**src/rtl/cntr_div_bank.sv**
```systemverilog
// cntr_div_bank: bank of NCH wrap/saturate counters with per-channel output
// bypass mux, plus a programmable clock divider with glitch-free ratio
// changes and a pulse-aligned gated copy of the divided clock.
module cntr_div_bank #(
  parameter int unsigned WIDTH    = 3,
  parameter int unsigned NCH      = 3,
  parameter int unsigned DIVW     = 8,
  parameter int unsigned DIV_INIT = 1
) (
  input  logic                 CLK,
  input  logic                 RST,
  input  logic [NCH-1:0]       EN_CNT,
  input  logic [NCH-1:0]       CLR_CNT,
  input  logic [NCH-1:0]       SAT_MODE,
  input  logic [NCH-1:0]       SELECT,
  input  logic [NCH*WIDTH-1:0] BYPASS,
  output logic [NCH*WIDTH-1:0] CNTR_OUT,
  output logic [NCH-1:0]       WRAP,
  input  logic [DIVW-1:0]      DIV_RATIO,
  input  logic                 DIV_LOAD,
  output logic                 DIV_BUSY,
  input  logic                 EN_G,
  output logic                 CLK_OUT_DIV,
  output logic                 CLK_OUT_G
);

  typedef enum logic {
    S_IDLE = 1'b0,
    S_RUN  = 1'b1
  } div_state_t;

  // ---------------------------------------------------------------------
  // Counter channels
  // ---------------------------------------------------------------------
  for (genvar g = 0; g < NCH; g++) begin : g_ch
    logic [WIDTH-1:0] cnt_q, cnt_d;
    logic             wrap_q, wrap_d;

    // Next count: clear beats enable; at max either wrap (with pulse) or stick.
    always_comb begin
      cnt_d  = cnt_q;
      wrap_d = 1'b0;
      if (CLR_CNT[g]) begin
        cnt_d = '0;
      end else if (EN_CNT[g]) begin
        if (cnt_q != '1) begin
          cnt_d = cnt_q + WIDTH'(1);
        end else if (!SAT_MODE[g]) begin
          cnt_d  = '0;
          wrap_d = 1'b1;
        end
      end
    end

    // Counter and wrap-pulse registers.
    always_ff @(posedge CLK or posedge RST) begin
      if (RST) begin
        cnt_q  <= '0;
        wrap_q <= 1'b0;
      end else begin
        cnt_q  <= cnt_d;
        wrap_q <= wrap_d;
      end
    end

    assign CNTR_OUT[g*WIDTH +: WIDTH] = SELECT[g] ? cnt_q : BYPASS[g*WIDTH +: WIDTH];
    assign WRAP[g]                    = wrap_q;
  end

  // ---------------------------------------------------------------------
  // Clock divider
  // ---------------------------------------------------------------------
  div_state_t      state_q, state_d;
  logic [DIVW-1:0] ratio_q, ratio_d;
  logic [DIVW-1:0] dcnt_q, dcnt_d;
  logic [DIVW-1:0] pval_q, pval_d;
  logic            pend_q, pend_d;
  logic            div_q, div_d;
  logic            gate_q, gate_d;
  logic            clkg_q;

  // Divider next-state: a pending ratio is only taken at the falling toggle
  // so every period completes; the gate flag follows EN_G only at a rise.
  always_comb begin
    state_d = state_q;
    ratio_d = ratio_q;
    dcnt_d  = dcnt_q;
    pval_d  = pval_q;
    pend_d  = pend_q;
    div_d   = div_q;
    gate_d  = gate_q;
    unique case (state_q)
      S_IDLE: begin
        dcnt_d = '0;
        div_d  = 1'b0;
        if (DIV_LOAD) begin
          ratio_d = DIV_RATIO;
          if (DIV_RATIO != '0) state_d = S_RUN;
        end
      end
      S_RUN: begin
        if (dcnt_q == ratio_q - DIVW'(1)) begin
          dcnt_d = '0;
          div_d  = ~div_q;
          if (div_q && pend_q) begin
            pend_d  = 1'b0;
            ratio_d = pval_q;
            if (pval_q == '0) state_d = S_IDLE;
          end
        end else begin
          dcnt_d = dcnt_q + DIVW'(1);
        end
        if (DIV_LOAD) begin
          pend_d = 1'b1;
          pval_d = DIV_RATIO;
        end
      end
      default: state_d = S_IDLE;
    endcase
    if (div_d && !div_q) gate_d = EN_G;
  end

  // Divider state registers; gated output registered from the next values.
  always_ff @(posedge CLK or posedge RST) begin
    if (RST) begin
      state_q <= (DIV_INIT != 0) ? S_RUN : S_IDLE;
      ratio_q <= DIVW'(DIV_INIT);
      dcnt_q  <= '0;
      pval_q  <= '0;
      pend_q  <= 1'b0;
      div_q   <= 1'b0;
      gate_q  <= 1'b0;
      clkg_q  <= 1'b0;
    end else begin
      state_q <= state_d;
      ratio_q <= ratio_d;
      dcnt_q  <= dcnt_d;
      pval_q  <= pval_d;
      pend_q  <= pend_d;
      div_q   <= div_d;
      gate_q  <= gate_d;
      clkg_q  <= div_d & gate_d;
    end
  end

  assign DIV_BUSY    = pend_q;
  assign CLK_OUT_DIV = div_q;
  assign CLK_OUT_G   = clkg_q;

endmodule

```
**config.mk**
```make
export PLATFORM = sky130hd
export DESIGN_NAME = cntr_div_bank
export DESIGN_NICKNAME = d
export VERILOG_FILES = /design/src/rtl/cntr_div_bank.sv
export SDC_FILE = /design/constraint.sdc
export NUM_CORES = 1
export LEC_CHECK = 0
export CAP_MARGIN = 20
export CORE_ASPECT_RATIO = 1.1
export CORE_MARGIN = 1.5
export CORE_UTILIZATION = 55
export DETAILED_ROUTE_END_ITERATION = 6
export MAX_ROUTING_LAYER = met4
export PLACE_DENSITY = 0.9
export REMOVE_ABC_BUFFERS = 1
export SLEW_MARGIN = 20
export SYNTH_ARGS = -nofsm -noshare
export SYNTH_HDL_FRONTEND = slang
export SYNTH_SLANG_ARGS = --single-unit
export TNS_END_PERCENT = 20
```
**constraint.sdc**
```tcl
create_clock -name CLK -period 4.5 [get_ports CLK]
set_clock_uncertainty 0.2 [all_clocks]
set_input_delay 0.675 -clock CLK [delete_from_list [all_inputs] [get_ports CLK]]
set_output_delay 0.675 -clock CLK [all_outputs]
set_load 0.005 [all_outputs]
```
==> key figures <==
Synthesis
  • Sequential element share of the synthesized area: 0.446
  • Largest area contributor in the netlist: dfrtp_1
  • Syn_area_per_cell: 11.4 sq um
  • Top post-synthesis cells by area: dfrtp_1 42%, mux2_2 13%, mux2i_1 5.2%
  • Area share of the leading cell type in the synthesized netlist: 0.423
  • Unique masters post-synth: 44
  • Synth Instances: 202
  • Synth Register Bits: 41
  • Yosys warnings: 0
  • Synthesized cell area: 0.00231 sq mm

Worst setup path
  • CP Data Arrival Time: 2.88 ns
  • Crit Path Max Fanout: 8
  • Critical Path RT: 4.48 ns
  • Critical path class: flip-flop to flip-flop
  • Worst R2R Start: ratio_q[0]
  • Setup crit start kind: flip-flop
  • CP endpoint kind: flip-flop
  • CP startpoint: ratio_q[0]

Detailed routing
  • Vias per cell: 5.60
  • WL/cell: 14.7 um
  • Number of routed nets with antenna violations: 0
  • Drt first pass iters: 4
  • Via count: 1686
  • # DRC: 0
  • WL final: 4.41 mm
  • DR iter-0 viols: 108

Global routing
  • Vias in the first global route: 1715
  • Largest net degree at the start of global routing: 31
  • First-pass GRT wire length: 7.51 mm
  • Congestion Overflow GR: 0
  • Gr usage total: 0.219
  • Initial antenna violation count: 0

Min path
  • Min-Delay Path Class: flip-flop to flip-flop
  • Worst hold start: dcnt_q[0]

Placement
  • Post-DP HPWL: 3.26 mm
  • Port bufs: 47
  • GP Congestion: 0.772

Floorplanning
  • Initial Util: 0.578
  • DIE WIDTH: 64.8 um
  • Num ports: 48
  • Core ar.: 0.00399 sq mm
  • Die Footprint: 0.00459 sq mm
  • Die H: 70.9 um
  • Rows: 24

CTS
  • Post-CTS setup buffer count: 0
  • Total CTS buffers: 5
  • CTS H-tree depth: 2
  • Post-CTS Hold Fix Bufs: 0
  • CTS Buffer Depth: 2
  • TritonCTS clock tree: built
  • Post-cts sizing count: 0
  • Clock tree root buffer cell: clkbuf_8
  • Clk Latency, worst-skew pair: 0.30 ns
  • Clock sinks: 41
  • Reg clk slew, reported paths: 0.08 ns

Timing
  • Worst hold slack: 0.317 ns
  • Fin crit period: 2.90 ns
  • Final setup viols: 0
  • Final Slew Violations: 0
  • Max Freq: 345 MHz
  • Measured slew at the worst slew-check pin: 0.623 ns
  • Max-slew headroom: 0.584
  • Hold Vio Cnt, Final: 0
  • Crit share post-route: 0.645
  • TNS Setup: 0 ns
  • RSZ-0062 raised after global routing: no

Power and ir drop
  • Flop pwr share: 0.424
  • Combinational share of power: 0.352
  • Cell Int Power: 0.000906 W
  • Switching part of the total: 0.348
  • Pwr Density: 476 mW/mm^2
  • Maximum VDD drop: 0.256 mV
  • P_leak: 1.30 nW
  • Clock share of power: 0.224
  • P_sw: 0.000483 W

Final layout
  • P&R area growth vs syn: 26.5%
  • Share of cells above drive strength 1: 0.193
  • Nets: 289
  • # diodes: 0

Job
  • Max-cap viol count: 0

Run status
  • Run status: completed
## per-layer routing
| metal | vias to the layer above | share of wire | global-route usage |
|---|---|---|---|
| met5 | - | 0 | - |
| met4 | 0 | 0.0095 | 0.0591 |
| met3 | 3 | 0.042 | 0.0620 |
| met2 | 42 | 0.52 | 0.367 |
| met1 | 834 | 0.43 | 0.259 |
| li1 | 807 | - | - |
## stage by stage
step	std cells	setup slack [ns]	power [W]	util	area (sq um)
floorplan	193	1.94	0.000932	-	2260
global placement	293	1.65	0.00105	0.701	2800
detailed placement	293	1.62	0.00108	0.701	2800
CTS	301	1.59	0.00140	0.731	2920
global route	301	1.43	0.00149	0.731	2920
finish	301	1.60	0.00139	0.731	2920
## layout make-up
| class | count | area [sq um] |
|---|---|---|
| Timing Repair Buffer | 48 | 478 |
| Multi-Input combinational cell | 146 | 1210 |
| Fill cell | 271 | 1080 |
| Inverter | 6 | 22.5 |
| Clock buffer | 7 | 86.3 |
| Tap cell | 52 | 65.1 |
| Sequential cell | 41 | 1030 |
| Clock inverter | 1 | 30.0 |
## cell usage in the layout, fill, tap and decap left out, types with 4 or more instances in the layout
| cell | count |
|---|---|
| xnor2_1 | 7 |
| a21oi_1 | 4 |
| nor4_1 | 5 |
| clkbuf_8 | 6 |
| nor2_1 | 21 |
| mux2i_1 | 12 |
| nand2_1 | 8 |
| dfrtp_1 | 39 |
| nand3_1 | 7 |
| nand2b_1 | 4 |
| inv_1 | 5 |
| xor2_1 | 9 |
| mux2_2 | 27 |
| clkdlybuf4s50_1 | 47 |
| ha_1 | 8 |
## synth_stat cells, drive strengths merged
master  instances
a221oi          1
and2            1
xor2            9
o31a            1
nand3           7
o22ai           1
nor4bb          3
ha              8
nand2           8
nand3b          3
a21boi          4
a311oi          1
nand2b          4
a22o            1
inv             6
a21oi           5
nor4            6
nor3            3
dfrtp          39
a211oi          2
a31oi           1
nor2           21
mux2i          12
mux2           28
and3            1
dfstp           2
clkbuf          3
o21ba           1
nor2b           1
buf             6
o21ai           1
or3b            1
nor3b           2
or4             2
xnor2           7
## cells by family after synthesis
logic type | after synthesis | share of synthesized area
and+or+nand+nor | 63 | 0.156
DFF | 41 | 0.446
muxes | 40 | 0.190
AOI/OAI and AO/OA | 19 | 0.0732
xor gates and xnor gates | 16 | 0.0607
buffers and inverters | 15 | 0.0309
adders and majority gates | 8 | 0.0434
## sequential cells by signal, summed over array words and instances, names as in the netlist
register,flops
g_ch.cnt_q,9
DIV_BUSY,1
ratio_q,8
CLK_OUT_G,1
CLK_OUT_DIV,1
g_ch.wrap_q,3
gate_q,1
state_q,1
pval_q,8
dcnt_q,8
## critical path, cell delays in order, from the launching register on
cell and delay, ns:
dfstp_2 0.57, inv_1 0.07, ha_1 0.24, o21ba_2 0.21
a221oi_1 0.41, o22ai_2 0.21, a211oi_4 0.39, nand2b_1 0.38
nor2_1 0.09
## power groups by stage
| stage | Clock (W) | Sequential, W | Combinational (W) |
|---|---|---|---|
| 2_1_floorplan | 0 | 0.000565 | 0.000367 |
| 3_3_place_gp | 0 | 0.000589 | 0.000466 |
| 3_5_place_dp | 0 | 0.000594 | 0.000486 |
| 4_1_cts | 0.000316 | 0.000587 | 0.000495 |
| 5_1_grt | 0.000330 | 0.000606 | 0.000551 |
| 6_report | 0.000311 | 0.000588 | 0.000489 |
## worst paths after layout
kind	slack, ns	endpoint	cells after the start
setup reg to reg	1.60	dcnt_q[3]	8
hold / removal	0.32	dcnt_q[0]	1
max in group asynchronous	2.92	g_ch[2].cnt_q[2]	3
hold reg to reg	0.32	dcnt_q[0]	1
setup / recovery	1.60	dcnt_q[3]	8
min in group asynchronous	0.57	g_ch[1].cnt_q[1]	2
Note: power is estimated with default switching activity, not from simulation.
